## config.mk

```make
export PLATFORM = sky130hd
export DESIGN_NAME = cache_ctrl
export DESIGN_NICKNAME = d
export VERILOG_FILES = /design/src/rtl/cache_ctrl.sv
export SDC_FILE = /design/constraint.sdc
export NUM_CORES = 1
export LEC_CHECK = 0
export ABC_AREA = 1
export ABC_CLOCK_PERIOD_IN_PS = 2700
export CAP_MARGIN = 10
export CELL_PAD_IN_SITES_DETAIL_PLACEMENT = 1
export CELL_PAD_IN_SITES_GLOBAL_PLACEMENT = 1
export CORE_MARGIN = 2
export CORE_UTILIZATION = 32
export DETAILED_ROUTE_END_ITERATION = 8
export PLACE_DENSITY = 0.88
export SLEW_MARGIN = 40
export SYNTH_ARGS = -nofsm -noshare
export SYNTH_HDL_FRONTEND = slang
export SYNTH_SLANG_ARGS = --single-unit
```

## constraint.sdc

```tcl
create_clock -name clk -period 2.7 [get_ports clk]
set_input_delay 0.27 -clock clk [delete_from_list [all_inputs] [get_ports clk]]
set_output_delay 0.27 -clock clk [all_outputs]
set_load 0.01 [all_outputs]
```

## src/rtl/cache_ctrl.sv

```systemverilog
// rtl/cache_ctrl.sv - direct-mapped cache controller with write-back, line fill and perf counters
module cache_ctrl #(
  parameter int CNT_W = 16
) (
  input  logic             clk,
  input  logic             rst_n,
  input  logic [15:0]      cpu_addr,
  input  logic             cpu_rd,
  input  logic             cpu_wr,
  input  logic [15:0]      cpu_wdata,
  output logic [15:0]      cpu_rdata,
  output logic             cpu_stall,
  output logic [13:0]      c_addr,
  output logic             c_re,
  output logic             c_we,
  output logic [63:0]      c_wr_data,
  output logic             c_wdirty,
  input  logic [63:0]      c_rd_data,
  input  logic [7:0]       c_tag_out,
  input  logic             c_hit,
  input  logic             c_dirty,
  output logic [13:0]      m_addr,
  output logic             m_re,
  output logic             m_we,
  output logic [63:0]      m_wr_data,
  input  logic [63:0]      m_rd_data,
  input  logic             m_rdy,
  output logic [CNT_W-1:0] hit_cnt,
  output logic [CNT_W-1:0] miss_cnt
);

  localparam logic [1:0] IDLE    = 2'd0;
  localparam logic [1:0] EVICT   = 2'd1;
  localparam logic [1:0] FILL    = 2'd2;
  localparam logic [1:0] INSTALL = 2'd3;

  logic [1:0]  state;
  logic [1:0]  next_state;
  logic [63:0] victim_data;
  logic [7:0]  victim_tag;
  logic [63:0] fill_data;
  logic        relookup;
  logic        req;
  logic        lookup;
  logic        hit;
  logic        miss;

  function automatic logic [63:0] merge_word(input logic [63:0] line, input logic [1:0] sel,
                                             input logic [15:0] data);
    logic [63:0] r;
    r = line;
    r[{sel, 4'b0000} +: 16] = data;
    return r;
  endfunction

  // Strobes are gated by rst_n so they drop the instant reset asserts.
  assign req    = cpu_rd | cpu_wr;
  assign lookup = rst_n && (state == IDLE) && req;
  assign hit    = lookup && c_hit;
  assign miss   = lookup && !c_hit;

  assign c_addr    = cpu_addr[15:2];
  assign c_re      = lookup;
  assign c_we      = (hit && cpu_wr) || (rst_n && (state == INSTALL));
  assign c_wdirty  = cpu_wr;
  assign c_wr_data = (state == INSTALL)
                     ? (cpu_wr ? merge_word(fill_data, cpu_addr[1:0], cpu_wdata) : fill_data)
                     : merge_word(c_rd_data, cpu_addr[1:0], cpu_wdata);
  assign cpu_rdata = (hit && !cpu_wr) ? c_rd_data[{cpu_addr[1:0], 4'b0000} +: 16] : 16'h0000;
  assign cpu_stall = rst_n && (miss || (state != IDLE));

  assign m_we      = rst_n && (state == EVICT);
  assign m_re      = rst_n && (state == FILL);
  assign m_addr    = (state == EVICT) ? {victim_tag, cpu_addr[7:2]} : cpu_addr[15:2];
  assign m_wr_data = victim_data;

  always_comb begin
    next_state = state;
    case (state)
      IDLE:    if (miss) next_state = c_dirty ? EVICT : FILL;
      EVICT:   if (m_rdy) next_state = FILL;
      FILL:    if (m_rdy) next_state = INSTALL;
      INSTALL: next_state = IDLE;
      default: next_state = IDLE;
    endcase
  end

  always_ff @(posedge clk or negedge rst_n) begin
    if (!rst_n) begin
      state       <= IDLE;
      victim_data <= '0;
      victim_tag  <= '0;
      fill_data   <= '0;
      relookup    <= 1'b0;
      hit_cnt     <= '0;
      miss_cnt    <= '0;
    end else begin
      state    <= next_state;
      // The lookup right after INSTALL is the same access; it must not count as a hit.
      relookup <= (state == INSTALL);
      if (miss) begin
        victim_data <= c_rd_data;
        victim_tag  <= c_tag_out;
      end
      if ((state == FILL) && m_rdy)
        fill_data <= m_rd_data;
      if (hit && !relookup && (hit_cnt != {CNT_W{1'b1}}))
        hit_cnt <= hit_cnt + 1'b1;
      if (miss && (miss_cnt != {CNT_W{1'b1}}))
        miss_cnt <= miss_cnt + 1'b1;
    end
  end

endmodule

```

Word level (Yosys, flattened, before mapping) --
Index checks and enable logic that the tools add are counted.
Operators by class: $add $sub $neg 3, equality and inequality tests 8, shifts and indexed selects 3, muxes and demuxes 11, bitwise operators 1, reduce and logical (&&, ||, !) cells 22
Operators with widths (number):
- $bwmux W64 | 2
- $mux W64 | 2
- $shift A16 B8 Y64 const A | 1
- $shiftx A16 B8 Y64 | 1
- $shiftx A64 B7 Y16 | 1
- $add A16 B1 Y16 const B | 2
- $ne A16 B16 Y1 const B | 2
- $mux W16 | 1
- $logic_and A1 B1 Y1 | 14
- $mux W14 | 1
- $mux W2 | 4
- $neg A6 Y8 | 1
- $pmux W2 S4 | 1
- $ne A2 B2 Y1 const B | 3
- $eq A2 B2 Y1 const B | 2
- $logic_not A1 Y1 | 3
- $reduce_and A3 Y1 | 1
- $eq A2 B1 Y1 const B | 1
- $logic_not A2 Y1 | 1
- $logic_or A1 B1 Y1 | 2
- $reduce_bool A2 Y1 | 1
- $or A1 B1 Y1 | 1
Word-level totals: register bits after elaboration 171, bits of input ports 175, output and inout port bits 210, logic and storage cells 55

Logic depth before layout (Yosys ltp) --
Gate-level depths: netlist (run 1).
word-level depth 6, depth in mapped cells 12, depth with buffers taken out 9

Worst setup path before layout (run 1) --
OpenSTA, ideal clock, no wires.
path type input port to output port, start point in cpu_addr[1], end point out c_wr_data[17], arrival 2.014 ns, required time 2.430 ns, setup slack 0.416 ns, stages 11, path buffers 3, cell sequence buf_2 clkinv_1 buf_2 ha_1 inv_1 nor2_1 inv_2 buf_6 nor2_1 nor2_1 o21ai_0
On the way: longest elaborated chain between the ends 5, elaborated cells between the ends (all ways) 7, classes of those cells 1 x add/sub; 2 x shift; 4 x mux
Ends and longest elaborated chain:
- start: declaration | RTL line 7 | input logic [15:0] cpu_addr,
- $neg A6 Y8 (*) | RTL line 52 | r[{sel, 4'b0000} +: 16] = data;
- $shiftx A16 B8 Y64 / $shift A16 B8 Y64 (equally long branches) | RTL line 52
- $bwmux W64 | RTL line 52
- $mux W64 | RTL line 67 | ? (cpu_wr ? merge_word(fill_data, cpu_addr[1:0], cpu_wdata) : fill_data)
- $mux W64 (*) | RTL line 67
- end: declaration | RTL line 16 | output logic [63:0] c_wr_data,
Every way passes the cells marked *; elsewhere a longest branch is shown, timed or not.

Worst setup path after layout (run 1) --
start point in cpu_addr[1], end point out c_wr_data[59]
The elaborated chain is that of the path after synthesis.

==> reports/qor.yml, run 1 <==
worst_setup_path:
  startpoint: "cpu_addr[1]"
  crit_type: "in -> out"
  crit_path_top_delay_cell: "clkdlybuf4s50_1"
  cp_data_required_time_ns: 2.43
  r2r-end: "fill_data[44]"
  cp-start-kind: "input port"
  worstRegToRegCells: 5
  crit_fanout: 18
  cp-endpoint: "c_wr_data[59]"
  crit_top_cell: "nor2_1"
  endpoint_kind: "output pin"
  crit_cells: 11
  cp_data_arrival_time_ns: 2.36
  crit_chain: "clkdlybuf4s50_1 -> inv_2 -> buf_12 -> ha_2 -> clkinv_2 -> buf_4 -> nand3_1 -> nor2_1 -> nor2_1 -> o21ai_0 -> dlygate4sd2_1"
  r2r_start: "state[0]"
  slowest_delay_ns: 0.54
  reg2reg_slack_ns: 0.69
  path_delay_family: "buffers and inverters"
  critPathBufInv: 6
timing:
  holdWs_ns: 0.369
  setup_viol: 0
  maxSlewHeadroom_pct: 55.3
  finalClockSkew_ns: 0.0103
  drv_slew: 0
  rsz0062_at_grt: "yes"
  worstMarginPinSlew_ns: 0.671
  finalCritPeriodShare_pct: 97.4
  hold_viol_final: 0
  fmax_ghz: 0.380
  period_needed_ns: 2.63
synth:
  synth_mux_area_share_pct: 7.77
  yosysTopAreaCell: "dfrtp_1"
  yosysWarnings: 0
  avgSynthCellArea_um2: 7.59
  netlist_instances: 1374
  synth_area_um2: 10400
  synth_compound_area_share_pct: 21.2
  synth_fp_nets: 1561
  yosys.area_share.simple_pct: 17.6
  async_flop_share_pct: 100
  ys_seq_area_share_pct: 41.0
  synth_edf_count: 0
  synth_cell_types: 30
  synthTopCellsByCount: "253 x nand2_1, 215 x o21ai_0, 171 x dfrtp_1"
  ys_top_cells_by_area: "dfrtp_1 41%, o21ai_0 10%, nand2_1 9.1%, mux2_2 7.8%, a21oi_1 5.4%"
  synth_top_family_by_area: "compound AO/OA/AOI/OAI gates"
  ys_seq_elements: 171
  synth_xor_area_share_pct: 0.924
  synth_top_area_share_pct: 41.0
  synthFlopType: "dfrtp_1"
  yosysMostFrequentCell: "nand2_1"
  synthAdderAreaFrac_pct: 1.44
detailed_routing:
  drt_pass1_iterations: 6
  routedWlPerCell_um: 22.7
  routed_wl_um: 49900
  dr_total_vias: 11500
  antenna_left: 0
  drtIter0Drc: 740
  drt-vias-per-instance: 5.24
  drc: 0
global_route:
  grt_first_pass_wirelength_um: 72600
  grt_use_total_pct: 29.0
  grt.overflow.total: 0
  grt_max_degree: 83
  antenna_found_initial: 6
  grt_pass1_vias: 12000
cts:
  worstSkewPairLatency_ns: 0.46
  clk_pin_slew_worst_paths_ns: 0.07
  clockBufferDepth: 2
  cts_tree: "yes"
  clock_sinks: 171
  cts.htree.levels: 4
  cts_root_buffer: "clkbuf_16"
  cts_buffers: 17
flow_run:
  maxCapViolCount: 0
power:
  powerDensity_nw_per_um2: 878
  ir_drop_v: 0.000455
  power_uw: 13700
  p_leak_uw: 0.00693
die:
  die_y_um: 185
  rows: 66
  die_area_um2: 34000
  die_x_um: 185
  start_util_pct: 32.3
  io_pins: 385
  core_area_um2: 32300
min_path:
  hold_class: "in -> reg"
finish:
  area_delta_synth_final_pct: 49.2
  design_area_um2: 15600
  drive_gt1_share_pct: 15.2
  fin_nets: 1932
  fin_util_pct: 48.2
placed_design:
  io_buffers: 366
  place_congestion: 0.923
  placed_area_um2: 14800
  dp_hpwl_um: 39400
status:
  outcome: "finished clean"
==> flip-flops by register name, summed over array words and instances (netlist names) <==
register and flops:
relookup 1, state 2, miss_cnt 16, hit_cnt 16, victim_tag 8, m_wr_data 64
fill_data 64
==> power breakdown <==
group          internal (µW)  total, µW  switching, µW
Clock                   1480       2660           1180
Combinational           3220       6420           3190
Sequential              3750       4580            828
==> logic make-up (layout without fill, tap and decap cells) <==
| logic type | count (synthesis) | count (layout) |
|---|---|---|
| XOR/XNOR | 11 | 11 |
| flip-flops | 171 | 171 |
| adder cells (fa/ha/maj) | 12 | 12 |
| buffers and inverters | 227 | 611 |
| multiplexers | 72 | 72 |
| other | 0 | 2 |
| AO/OA/AOI/OAI | 432 | 432 |
| AND/OR/NAND/NOR | 449 | 449 |
==> cells in the final DEF, fill, tap and decap left out, drive strengths merged <==
| cell type | netlist | layout |
|---|---|---|
| clkinv | 3 | 6 |
| diode | 0 | 2 |
| o21ai | 314 | 314 |
| dlygate4sd3 | 0 | 1 |
| xnor2 | 7 | 7 |
| dlymetal6s2s | 0 | 7 |
| ha | 12 | 12 |
| nor3 | 2 | 2 |
| bufinv | 0 | 3 |
| buf | 71 | 86 |
| nand2 | 256 | 256 |
| a21oi | 113 | 113 |
| nor2 | 134 | 134 |
| nand3b | 2 | 2 |
| clkdlybuf4s50 | 0 | 282 |
| clkbuf | 28 | 29 |
| dlygate4sd2 | 0 | 56 |
| o22ai | 1 | 1 |
| o211ai | 4 | 4 |
| inv | 125 | 130 |
| clkdlybuf4s15 | 0 | 8 |
| nand3 | 44 | 44 |
| clkinvlp | 0 | 3 |
| dfrtp | 171 | 171 |
| mux2 | 72 | 72 |
| xor2 | 4 | 4 |
| nand4 | 11 | 11 |
==> worst min-delay path by stage <==
stage / to / start / cells past startpoint / slack (ns)
finish: victim_tag[5] / c_tag_out[5] / 3 / 0.37
global route: victim_tag[3] / c_tag_out[3] / 3 / 0.38
CTS: victim_tag[0] / c_tag_out[0] / 3 / 0.36
detailed placement: hit_cnt[10] / rst_n / 2 / 0.32
global placement: hit_cnt[4] / rst_n / 2 / 0.31
floorplan: fill_data[0] / rst_n / 0 / -0.03
==> cell type report <==
class                      instances  area (µm²)
antenna                            2        5.00
fill                            3852       16700
inverter                         128         490
timing repair buffer             451        4390
clock inverter                    14         185
multi-input combinational        976        5230
clock buffer                      18         429
tap                              442         553
sequential                       171        4280
==> layer usage <==
| layer | share of wire [%] | vias up | global-route usage (%) |
|---|---|---|---|
| met1 | 39 | 5672 | 33.5 |
| met4 | 4.1 | 8 | 13.2 |
| met2 | 49 | 460 | 50.2 |
| met5 | 0.098 | - | 0 |
| li1 | - | 5286 | - |
| met3 | 7.9 | 106 | 7.51 |
==> tightest hold or removal path: cells and delay by family <==
| family | cells | cell delay (ns) |
|---|---|---|
| buf+inv | 1 | 0.39 |
| simple gates | 2 | 0.12 |
==> through the flow <==
step	std cells	worst slack (ns)	TNS (ns)
6_report	2202	0.0710	0
5_1_grt	2202	-0.0302	-0.131
4_1_cts	2199	-0.188	-0.739
3_5_place_dp	2162	-0.342	-12.14
3_3_place_gp	2162	-0.240	-9.29
2_1_floorplan	1374	0.416	0
==> what timing repair did <==
| item | in CTS | in global routing |
|---|---|---|
| hold buffers | 1 | 0 |
| resized for setup | 102 | 86 |
| hold endpoints to repair | 48 | 0 |
| buffers inserted | 4 | 0 |
| pin swaps | 1 | 2 |
| setup endpoints to repair | 80 | 70 |
(Power assumes the default switching activity.)
==> run 2, diff against run 1 <==
--- a/config.mk
+++ b/config.mk
@@ -6,7 +6,7 @@
 export NUM_CORES = 1
 export LEC_CHECK = 0
 export ABC_AREA = 1
-export ABC_CLOCK_PERIOD_IN_PS = 2700
+export ABC_CLOCK_PERIOD_IN_PS = 2900
 export CAP_MARGIN = 10
 export CELL_PAD_IN_SITES_DETAIL_PLACEMENT = 1
 export CELL_PAD_IN_SITES_GLOBAL_PLACEMENT = 1
@@ -14,7 +14,7 @@
 export CORE_UTILIZATION = 32
 export DETAILED_ROUTE_END_ITERATION = 8
 export PLACE_DENSITY = 0.88
-export SLEW_MARGIN = 40
+export SLEW_MARGIN = 20
 export SYNTH_ARGS = -nofsm -noshare
 export SYNTH_HDL_FRONTEND = slang
 export SYNTH_SLANG_ARGS = --single-unit
==> constraint.sdc (replaced) <==
create_clock -name clk -period 2.9 [get_ports clk]
set_input_delay 0.29 -clock clk [delete_from_list [all_inputs] [get_ports clk]]
set_output_delay 0.29 -clock clk [all_outputs]
set_load 0.01 [all_outputs]
==> reports/qor.yml, run 2 (synthesized netlist as in run 1, its figures left out) <==
global_route:
  grt.overflow.total: 0  # unchanged
  antenna_found_initial: 6  # unchanged
  grt_use_total_pct: 29.5  # was 29.0%
  grt_max_degree: 138  # was 83
  grt_pass1_vias: 12100  # was 12000
  grt_first_pass_wirelength_um: 73500  # was 72600 µm
flow_run:
  maxCapViolCount: 0  # unchanged
cts:
  clk_pin_slew_worst_paths_ns: 0.07  # about the same
  cts_buffers: 17  # unchanged
  cts_root_buffer: "clkbuf_16"  # unchanged
  cts_tree: "yes"  # unchanged
  cts.htree.levels: 4  # unchanged
  worstSkewPairLatency_ns: 0.46  # about the same
  clock_sinks: 171  # unchanged
  clockBufferDepth: 2  # unchanged
power:
  ir_drop_v: 0.000455  # about the same
  powerDensity_nw_per_um2: 834  # was 878 nW/µm²
  p_leak_uw: 0.00705  # was 0.00693 µW
  power_uw: 12900  # was 13700 µW
worst_setup_path:
  cp_data_arrival_time_ns: 2.60  # was 2.36 ns
  crit_chain: "clkdlybuf4s50_1 -> clkinv_1 -> buf_4 -> ha_1 -> inv_1 -> buf_4 -> a21oi_1 -> o21ai_0 -> o21ai_1 -> clkdlybuf4s50_1"  # was clkdlybuf4s50_1 -> inv_2 -> buf_12 -> ha_2 -> clkinv_2 -> buf_4 -> nand3_1 -> nor2_1 -> nor2_1 -> o21ai_0 -> dlygate4sd2_1
  reg2reg_slack_ns: 0.66  # was 0.69 ns
  r2r-end: "hit_cnt[15]"  # was fill_data[44]
  cp-start-kind: "input port"  # unchanged
  crit_path_top_delay_cell: "clkdlybuf4s50_1"  # unchanged
  r2r_start: "hit_cnt[0]"  # was state[0]
  slowest_delay_ns: 0.56  # was 0.54 ns
  crit_fanout: 18  # unchanged
  worstRegToRegCells: 7  # was 5
  endpoint_kind: "output pin"  # unchanged
  cp_data_required_time_ns: 2.61  # was 2.43 ns
  crit_type: "in -> out"  # unchanged
timing:
  drv_slew: 0  # unchanged
  fmax_ghz: 0.345
  setup_viol: 0  # unchanged
  finalClockSkew_ns: 0.00489  # was 0.0103 ns
  worstMarginPinSlew_ns: 0.936  # was 0.671 ns
  finalCritPeriodShare_pct: 99.8
  period_needed_ns: 2.89
  hold_viol_final: 0  # unchanged
  rsz0062_at_grt: "yes"  # unchanged
  maxSlewHeadroom_pct: 37.6  # was 55.3%
  holdWs_ns: 0.229  # was 0.369 ns
detailed_routing:
  routed_wl_um: 50700  # was 49900 µm
  drt_pass1_iterations: 5  # was 6
  drtIter0Drc: 590  # was 740
  routedWlPerCell_um: 23.3  # was 22.7 µm
  antenna_left: 0  # unchanged
  drc: 0  # unchanged
  dr_total_vias: 11500  # about the same
  drt-vias-per-instance: 5.27  # was 5.24
die:
  die_area_um2: 34000  # unchanged
  die_y_um: 185  # unchanged
  start_util_pct: 32.3  # unchanged
  core_area_um2: 32300  # unchanged
  die_x_um: 185  # unchanged
  rows: 66  # unchanged
  io_pins: 385  # unchanged
finish:
  fin_nets: 1909  # was 1932
  drive_gt1_share_pct: 12.6  # was 15.2%
  area_delta_synth_final_pct: 48.4  # was 49.2%
  nFillCells: 3860  # was 3852
  mostFrequentLayoutCells: "298 x clkdlybuf4s50_1, 252 x nand2_1, 202 x o21ai_0"  # was 282 x clkdlybuf4s50_1, 251 x nand2_1, 187 x o21ai_0
  mostFrequentLayoutCell: "clkdlybuf4s50_1"  # unchanged
placed_design:
  place_congestion: 0.948  # was 0.923
  dp_hpwl_um: 38800  # was 39400 µm
  io_buffers: 366  # unchanged
status:
  outcome: "finished clean"  # unchanged
min_path:
  hold_class: "in -> async"  # was in -> reg
==> run 2: changes by cell type in the layout (fill, tap and decap cells not counted), sizes merged, moves of 4 or more <==
cell           previous run  this run
inv                     130       126
buf                      86        62
dlygate4sd2              56        36
dlymetal6s2s              7        30
clkdlybuf4s50           282       298
clkbuf                   29        18
clkdlybuf4s15             8         0
==> run 2: through the flow <==
step           setup TNS [ns]  utilization (%)  worst slack [ns]  cell area, µm²  std cells
3_5_place_dp            -4.09             45.4            -0.208           14700       2142
6_report                    0             47.9           0.00512           15500       2181
2_1_floorplan               0                -             0.576           10400       1374
4_1_cts                -0.376             47.6           -0.0971           15400       2177
5_1_grt                -0.800             47.9            -0.123           15500       2180
3_3_place_gp            -2.82             45.4            -0.157           14700       2142
==> run 2: per-layer routing <==
metal	part of all wire [%]	up-vias	track usage [%]
li1	-	5239	-
met3	7.6	131	7.53
met2	48	492	50.5
met1	39	5627	33.8
met5	0.085	-	0
met4	5.2	6	15.3
==> run 2: how the worst max path moves through the flow <==
stage | start | endpoint | slack [ns] | cells after the start
5_1_grt | cpu_addr[1] | c_wr_data[53] | -0.12 | 9
6_report | cpu_addr[1] | c_wr_data[23] | 0.005 | 10
3_5_place_dp | cpu_addr[1] | c_wr_data[7] | -0.21 | 11
2_1_floorplan | cpu_addr[1] | c_wr_data[17] | 0.58 | 11
3_3_place_gp | cpu_addr[1] | c_wr_data[25] | -0.16 | 10
4_1_cts | cpu_addr[1] | c_wr_data[19] | -0.1 | 11
==> run 2: worst max-delay path, delay by kind of cell <==
family / cells / cell delay (ns)
buf+inv: 6 / 1.58
fa+ha+maj: 1 / 0.23
compound gates: 3 / 0.50
==> run 2: layout make-up <==
cell class	count	area [µm²]	area share [%]
Clock buffer	18	429	2.77
Antenna cell	4	10.0	0.0647
Timing Repair Buffer	428	4320	27.9
Tap cell	442	553	3.57
Inverter	128	494	3.19
Clock inverter	14	219	1.41
Multi-Input combinational cell	976	5180	33.5
Sequential cell	171	4280	27.6
==> run 2: power breakdown <==
part	internal [µW]	switching (µW)	total [µW]
Sequential	3490	780	4270
Clock	1530	1080	2610
Combinational	3030	3000	6030
Total	8050	4860	12900
==> run 2: timing repair <==
item / CTS / global route
resized for setup: 65 / 41
gates cloned: 1 / 0
setup endpoints to repair: 72 / 43
buffers inserted: 1 / 0
pin swaps: 2 / 0
hold buffers: 1 / 0
endpoints found under the hold margin: 10 / 0
